--- config.mk ---
export PLATFORM = sky130hd
export DESIGN_NAME = axi_lite_pkt_arbiter_flat
export DESIGN_NICKNAME = d
export VERILOG_FILES = /design/src/rtl/axi_lite_pkt_arbiter_pkg.sv /design/src/rtl/axi_lite_pkt_arbiter_if.sv /design/src/rtl/axi_lite_pkt_arbiter_rr.sv /design/src/rtl/axi_lite_pkt_arbiter.sv /design/src/flat_wrapper.sv
export SDC_FILE = /design/constraint.sdc
export NUM_CORES = 1
export LEC_CHECK = 0
export ABC_AREA = 1
export CAP_MARGIN = 20
export CORE_UTILIZATION = 40
export CTS_BUF_LIST = sky130_fd_sc_hd__clkbuf_4 sky130_fd_sc_hd__clkbuf_8 sky130_fd_sc_hd__clkbuf_16
export DETAILED_ROUTE_END_ITERATION = 7
export GPL_TIMING_DRIVEN = 0
export HOLD_SLACK_MARGIN = 0.15
export PLACE_DENSITY = 0.86
export SETUP_SLACK_MARGIN = 0.4
export SLEW_MARGIN = 20
export SYNTH_ARGS = -nofsm -noshare
export SYNTH_HDL_FRONTEND = slang
export SYNTH_SLANG_ARGS = --single-unit
--- constraint.sdc ---
create_clock -name clk -period 5 [get_ports clk]
set_input_delay 1 -clock clk [delete_from_list [all_inputs] [get_ports clk]]
set_output_delay 1 -clock clk [all_outputs]
set_load 0.005 [all_outputs]
--- src/rtl/axi_lite_pkt_arbiter_pkg.sv ---
// axi_lite_pkt_pkg: shared states and constants for the AXI-Lite packet arbiter.
package axi_lite_pkt_pkg;
    typedef enum logic [2:0] {IDLE, D_AW, D_W, D_B, C_AW, C_W, C_B, RESP} state_e;
    localparam logic [7:0] COMMIT_ADDR_DEF = 8'h04;
    localparam logic [7:0] HDR_VALID       = 8'hA5;
    localparam logic [7:0] HDR_INVALID     = 8'hFF;
endpackage

--- src/rtl/axi_lite_pkt_arbiter_if.sv ---
// axi_lite_pkt_arbiter_if: AXI-Lite aw/w/b channels between the arbiter and the packet slave.
interface axi_lite_pkt_arbiter_if;
    logic [7:0]  aw_addr;
    logic        aw_valid;
    logic        aw_ready;
    logic [31:0] w_data;
    logic        w_valid;
    logic        w_ready;
    logic        b_response;
    logic        b_valid;
    logic        b_ready;
    modport master (
        output aw_addr, aw_valid, w_data, w_valid, b_ready,
        input  aw_ready, w_ready, b_response, b_valid
    );
    modport slave (
        input  aw_addr, aw_valid, w_data, w_valid, b_ready,
        output aw_ready, w_ready, b_response, b_valid
    );
endinterface

--- src/rtl/axi_lite_pkt_arbiter_rr.sv ---
// rr_arbiter: combinational round-robin pick of the first request at or after ptr.
module rr_arbiter #(
    parameter int NUM_REQ = 4,
    localparam int IW = $clog2(NUM_REQ)
) (
    input  logic [NUM_REQ-1:0] req_i,
    input  logic [IW-1:0]      ptr_i,
    output logic [NUM_REQ-1:0] gnt_o,
    output logic [IW-1:0]      gnt_idx_o
);
    logic [IW:0] s;
    logic        found;
    always_comb begin
        gnt_o     = '0;
        gnt_idx_o = '0;
        found     = 1'b0;
        s         = '0;
        for (int k = 0; k < NUM_REQ; k++) begin
            s = {1'b0, ptr_i} + (IW+1)'(k);
            s = (s >= (IW+1)'(NUM_REQ)) ? s - (IW+1)'(NUM_REQ) : s;
            if (!found && req_i[s[IW-1:0]]) begin
                found             = 1'b1;
                gnt_idx_o         = s[IW-1:0];
                gnt_o[s[IW-1:0]]  = 1'b1;
            end
        end
    end
endmodule

--- src/rtl/axi_lite_pkt_arbiter.sv ---
// axi_lite_pkt_arbiter: round-robin sharing of one AXI-Lite packet slave (packet write + commit write).
// Optional B_TIMEOUT_EN aborts a sequence after TIMEOUT_CYCLES without b_valid.
module axi_lite_pkt_arbiter
    import axi_lite_pkt_pkg::*;
#(
    parameter int NUM_REQ = 4,
    parameter logic [7:0] COMMIT_ADDR = COMMIT_ADDR_DEF,
    localparam int IW = $clog2(NUM_REQ)
`ifdef B_TIMEOUT_EN
    , parameter int TIMEOUT_CYCLES = 10
`endif
) (
    input  logic                   clk,
    input  logic                   rst_n,
    input  logic [NUM_REQ-1:0]     req_valid_i,
    output logic [NUM_REQ-1:0]     req_ready_o,
    input  logic [8*NUM_REQ-1:0]   req_addr_i,
    input  logic [32*NUM_REQ-1:0]  req_data_i,
    output logic [NUM_REQ-1:0]     rsp_valid_o,
    output logic                   rsp_ok_o,
    output logic                   rsp_timeout_o,
    output logic                   busy_o,
    axi_lite_pkt_arbiter_if.master bus
);
    state_e              state_q, state_d;
    logic [IW-1:0]       ptr_q, g_q, gnt_idx;
    logic [NUM_REQ-1:0]  gnt;
    logic [7:0]          addr_q;
    logic [31:0]         data_q;
    logic                ok_q, ok_d, tmo_hit;

    rr_arbiter #(.NUM_REQ(NUM_REQ)) u_rr (
        .req_i(req_valid_i), .ptr_i(ptr_q), .gnt_o(gnt), .gnt_idx_o(gnt_idx)
    );

    always_ff @(posedge clk or negedge rst_n) begin
        if (!rst_n) begin
            state_q <= IDLE;
            ptr_q   <= '0;
            g_q     <= '0;
            addr_q  <= '0;
            data_q  <= '0;
            ok_q    <= 1'b0;
        end else begin
            state_q <= state_d;
            ok_q    <= ok_d;
            if (state_q == IDLE && |req_valid_i) begin
                g_q    <= gnt_idx;
                addr_q <= req_addr_i[{gnt_idx, 3'b000} +: 8];
                data_q <= req_data_i[{gnt_idx, 5'b00000} +: 32];
            end
            if (state_q == RESP)
                ptr_q <= (g_q == IW'(NUM_REQ-1)) ? '0 : g_q + 1'b1;
        end
    end

    always_comb begin
        state_d = state_q;
        ok_d    = ok_q;
        case (state_q)
            IDLE: begin
                state_d = |req_valid_i ? D_AW : IDLE;
                ok_d    = 1'b0;
            end
            D_AW: state_d = bus.aw_ready ? D_W : D_AW;
            D_W:  state_d = bus.w_ready ? D_B : D_W;
            D_B:  state_d = bus.b_valid ? C_AW : tmo_hit ? RESP : D_B;
            C_AW: state_d = bus.aw_ready ? C_W : C_AW;
            C_W:  state_d = bus.w_ready ? C_B : C_W;
            C_B: begin
                state_d = (bus.b_valid || tmo_hit) ? RESP : C_B;
                ok_d    = bus.b_valid ? bus.b_response : ok_q;
            end
            RESP:    state_d = IDLE;
            default: state_d = IDLE;
        endcase
    end

    // req_ready is gated by rst_n so it reads 0 during reset even with requests pending
    assign req_ready_o  = (rst_n && state_q == IDLE) ? gnt : '0;
    assign busy_o       = state_q != IDLE;
    assign rsp_valid_o  = (state_q == RESP) ? NUM_REQ'(1) << g_q : '0;
    assign rsp_ok_o     = state_q == RESP && ok_q;
    assign bus.aw_valid = state_q == D_AW || state_q == C_AW;
    assign bus.aw_addr  = state_q == D_AW ? addr_q : state_q == C_AW ? COMMIT_ADDR : '0;
    assign bus.w_valid  = state_q == D_W || state_q == C_W;
    assign bus.w_data   = state_q == D_W ? data_q : '0;
    assign bus.b_ready  = state_q == D_B || state_q == C_B;

`ifdef B_TIMEOUT_EN
    localparam int CW = $clog2(TIMEOUT_CYCLES + 1);
    logic [CW-1:0] cnt_q;
    logic          tmo_q, wait_b;
    assign wait_b  = bus.b_ready && !bus.b_valid;
    assign tmo_hit = wait_b && cnt_q == CW'(TIMEOUT_CYCLES - 1);
    always_ff @(posedge clk or negedge rst_n) begin
        if (!rst_n) begin
            cnt_q <= '0;
            tmo_q <= 1'b0;
        end else begin
            cnt_q <= wait_b ? cnt_q + 1'b1 : '0;
            tmo_q <= state_q == IDLE ? 1'b0 : tmo_hit ? 1'b1 : tmo_q;
        end
    end
    assign rsp_timeout_o = state_q == RESP && tmo_q;
`else
    assign tmo_hit       = 1'b0;
    assign rsp_timeout_o = 1'b0;
`endif
endmodule

--- src/flat_wrapper.sv ---
// flat-port wrapper written by rule: the top's interface ports become plain ports
module axi_lite_pkt_arbiter_flat import axi_lite_pkt_pkg::*;
#(
    parameter int NUM_REQ = 4,
    parameter logic [7:0] COMMIT_ADDR = COMMIT_ADDR_DEF,
    localparam int IW = $clog2(NUM_REQ)

)
  (clk, rst_n, req_valid_i, req_ready_o, req_addr_i, req_data_i, rsp_valid_o, rsp_ok_o, rsp_timeout_o, busy_o, bus_aw_addr, bus_aw_valid, bus_w_data, bus_w_valid, bus_b_ready, bus_aw_ready, bus_w_ready, bus_b_response, bus_b_valid);
  axi_lite_pkt_arbiter_if bus_i ();
  input  logic clk;
  input  logic rst_n;
  input  logic [NUM_REQ-1:0] req_valid_i;
  output logic [NUM_REQ-1:0] req_ready_o;
  input  logic [8*NUM_REQ-1:0] req_addr_i;
  input  logic [32*NUM_REQ-1:0] req_data_i;
  output logic [NUM_REQ-1:0] rsp_valid_o;
  output logic rsp_ok_o;
  output logic rsp_timeout_o;
  output logic busy_o;
  output wire logic [$bits(bus_i.aw_addr)-1:0] bus_aw_addr;
  output wire logic [$bits(bus_i.aw_valid)-1:0] bus_aw_valid;
  output wire logic [$bits(bus_i.w_data)-1:0] bus_w_data;
  output wire logic [$bits(bus_i.w_valid)-1:0] bus_w_valid;
  output wire logic [$bits(bus_i.b_ready)-1:0] bus_b_ready;
  input wire logic [$bits(bus_i.aw_ready)-1:0] bus_aw_ready;
  input wire logic [$bits(bus_i.w_ready)-1:0] bus_w_ready;
  input wire logic [$bits(bus_i.b_response)-1:0] bus_b_response;
  input wire logic [$bits(bus_i.b_valid)-1:0] bus_b_valid;
  assign bus_aw_addr = bus_i.aw_addr;
  assign bus_aw_valid = bus_i.aw_valid;
  assign bus_w_data = bus_i.w_data;
  assign bus_w_valid = bus_i.w_valid;
  assign bus_b_ready = bus_i.b_ready;
  assign bus_i.aw_ready = bus_aw_ready;
  assign bus_i.w_ready = bus_w_ready;
  assign bus_i.b_response = bus_b_response;
  assign bus_i.b_valid = bus_b_valid;
  axi_lite_pkt_arbiter #(.NUM_REQ(NUM_REQ), .COMMIT_ADDR(COMMIT_ADDR)) u_core (.clk(clk), .rst_n(rst_n), .req_valid_i(req_valid_i), .req_ready_o(req_ready_o), .req_addr_i(req_addr_i), .req_data_i(req_data_i), .rsp_valid_o(rsp_valid_o), .rsp_ok_o(rsp_ok_o), .rsp_timeout_o(rsp_timeout_o), .busy_o(busy_o), .bus(bus_i));
endmodule
==> flow_summary.ini <==
[floorplan]
ios = 224
die_h_um = 111
row_count = 39
fp.dieW_um = 111
dieArea_um2 = 12300
fp.coreArea_um2 = 11500
start_util = 0.414

[synthesis]
ys_async_sr_fraction = 1.00
synth_top_family_by_area = simple AND/OR/NAND/NOR gates
yosysUniqueCellTypes = 31
avgSynthCellArea_um2 = 5.68
synth_seq_area_share = 0.253
synth-edff-count = 0
ys_ff_latch = 48
yosys_warnings = 0
yosys.area_share.adder = 0.0290
synth_top_flop_cell = dfrtp_1
muxShareOfSynthArea = 0
synth_nets = 1016
synth_xor_area_frac = 0
netlist_area_um2 = 4750
synthSimpleGateAreaFrac = 0.468
syn_inst = 835
synth-compound-area-share = 0.0388

[cts]
ctsResizeCount = 0
cts_hold_buf = 0
clock_path_buffers = 2
insertion_delay_ps = 280
cts_tree = yes
clock_sinks = 48
cts_buffers = 5
path_clk_slew_ps = 70
clock-root-buffer = clkbuf_16
post-cts-setup-buffers = 0
htree_levels = 2

[placed_design]
pre_cts_slack_ps = 979
dp_hpwl_um = 12900
dp_cells = 1200
portBuffers = 222
dpl_cell_area_um2 = 7140
gp_congestion = 0.899

[route]
wl_um = 16400
ant_nets = 0
drc_errors = 0
routedWlPerCell_um = 13.6
drt_first_pass_iters = 6
vias = 5837
drt_iter0_markers = 396
via_per_inst = 4.83

[power]
power_frac_seq = 0.143
cell_internal_pwr_mw = 2.29
power_mw = 4.95
power_density_nw_per_um2 = 677
peakVddDrop_mv = 0.314
p_switching_mw = 2.65
p_leak_nw = 4.00
p_comb_frac = 0.779
clkPwrFrac = 0.077
p_sw_frac = 0.536

[layout]
drive_gt1_frac = 0.0582
multi_input_comb_area_um2 = 2540
diodes = 0
fin_area_um2 = 7310
syn_to_final_growth_pct = 54.1
ff_latch_area_um2 = 1200
post-route-util = 0.638
fin_cells = 1208
final_nets = 1245
fillers = 1035
layout_commonest_cell = nand2_1
final_cell_mix = 271 x nand2_1, 221 x clkdlybuf4s50_1, 192 x inv_1

[setup_path]
regToRegSetupSlack_ps = 2160
crit_arrival_ps = 3030
cp-endpoint = req_ready_o[3]
r2r-start = u_core.ptr_q[1]
crit_path_end_kind = output port
timing.rr.end = u_core.addr_q[4]
crit_fanout = 8
reg2reg_depth = 14
worstSetupStartpointType = input port
worst-setup-path-type = in -> out
critPathRequiredTime_ps = 4000
critPathLaunch = req_valid_i[3]

[grt]
grt_pass1_vias = 5612
overflow = 0
grt_first_pass_wirelength_um = 26600
grt_max_degree = 50
grt.total_usage = 0.266
antenna_found_initial = 0

[status]
status = finished clean

[sta]
tns_ps = 0
fin_hold_ws_ps = 480
slew_violations = 0
tightest_slew_ps = 656
slew-limit-headroom = 0.563
max_freq_mhz = 248
finalSetupViolations = 0
setup_ws_ps = 975
fin_crit_ps = 4030
fin_crit_sh = 0.805
rsz0062_at_grt = no
hold_violations = 0
finClkSkew_ps = 6.66

[worst_hold_path]
hp-class = reg -> reg

[flow_run]
cap_violations = 0
-- sequential cells by signal, summed over array words and instances, names as in the netlist --
name	flops
u_core.data_q	32
u_core.addr_q	8
u_core.state_q	3
u_core.g_q	2
u_core.ptr_q	2
u_core.ok_q	1
-- cell families after synthesis --
logic type / count (synthesis)
AOI/OAI and AO/OA: 28
adders and majority gates: 11
buffers and inverters: 241
DFF: 48
other: 1
and+or+nand+nor: 506
-- synth_stat cells, types with 2 or more instances --
| library cell | instances | area, um^2 |
|---|---|---|
| nand3_1 | 158 | 791 |
| nor3_1 | 4 | 20.0 |
| buf_1 | 3 | 11.3 |
| dfrtp_1 | 48 | 1200 |
| inv_1 | 192 | 721 |
| buf_4 | 9 | 67.6 |
| buf_6 | 4 | 45.0 |
| ha_1 | 11 | 138 |
| inv_2 | 2 | 7.51 |
| buf_2 | 21 | 105 |
| clkbuf_1 | 9 | 33.8 |
| nand2_1 | 271 | 1020 |
| nand3_2 | 3 | 30.0 |
| a211oi_1 | 2 | 15.0 |
| nand2_4 | 4 | 45.0 |
| nor2_1 | 52 | 195 |
| o211ai_1 | 10 | 75.1 |
| nand2_2 | 6 | 37.5 |
| o21ai_0 | 6 | 30.0 |
| a22oi_1 | 3 | 22.5 |
| nand4_1 | 5 | 31.3 |
| a21oi_1 | 3 | 15.0 |
-- worst max-delay path, stage by stage --
cell and delay, ps:
clkdlybuf4s50_1 470, inv_1 120, nand2_1 70, nand3_2 90
nand2_4 120, nor2_8 190, nand2_2 100, inv_1 110
nand3_1 80, nand4_1 90, nand2_1 60, inv_1 50
clkdlybuf4s50_1 490
-- worst min-delay path by stage --
stage                                  from           endpoint  slack [ps]  depth (start not counted)
after floorplan            u_core.addr_q[0]   u_core.addr_q[0]         450                          2
after global placement     u_core.data_q[8]   u_core.data_q[8]         460                          2
after detailed placement   u_core.data_q[7]   u_core.data_q[7]         470                          2
after CTS                  u_core.addr_q[6]   u_core.addr_q[6]         480                          2
after global routing      u_core.data_q[17]  u_core.data_q[17]         510                          2
final                      u_core.data_q[6]   u_core.data_q[6]         480                          2
-- final cells by class --
class | instances | share of cell area
Inverter | 195 | 0.101
Tap cell | 143 | 0.0245
Multi-Input combinational cell | 546 | 0.348
Buffer | 46 | 0.0359
Clock buffer | 6 | 0.0181
Timing Repair Buffer | 222 | 0.304
Sequential cell | 48 | 0.164
Clock inverter | 2 | 0.00479
-- power groups by stage --
stage               sequential [mW]  clock [mW]  combinational (mW)
floorplan                     0.681           0                2.67
global placement              0.704           0                3.80
detailed placement            0.711           0                3.84
CTS                           0.706       0.390                3.86
global route                  0.727       0.406                4.36
finish                        0.709       0.383                3.86
-- metal layers --
layer | vias up | routed length, um | global-route usage
met3 | 38 | 1230 | 0.0465
met2 | 259 | 7860 | 0.466
met5 | - | 0 | 0
met1 | 2573 | 6840 | 0.322
li1 | 2967 | - | -
met4 | 0 | 486 | 0.106
(Power assumes the default switching activity.)
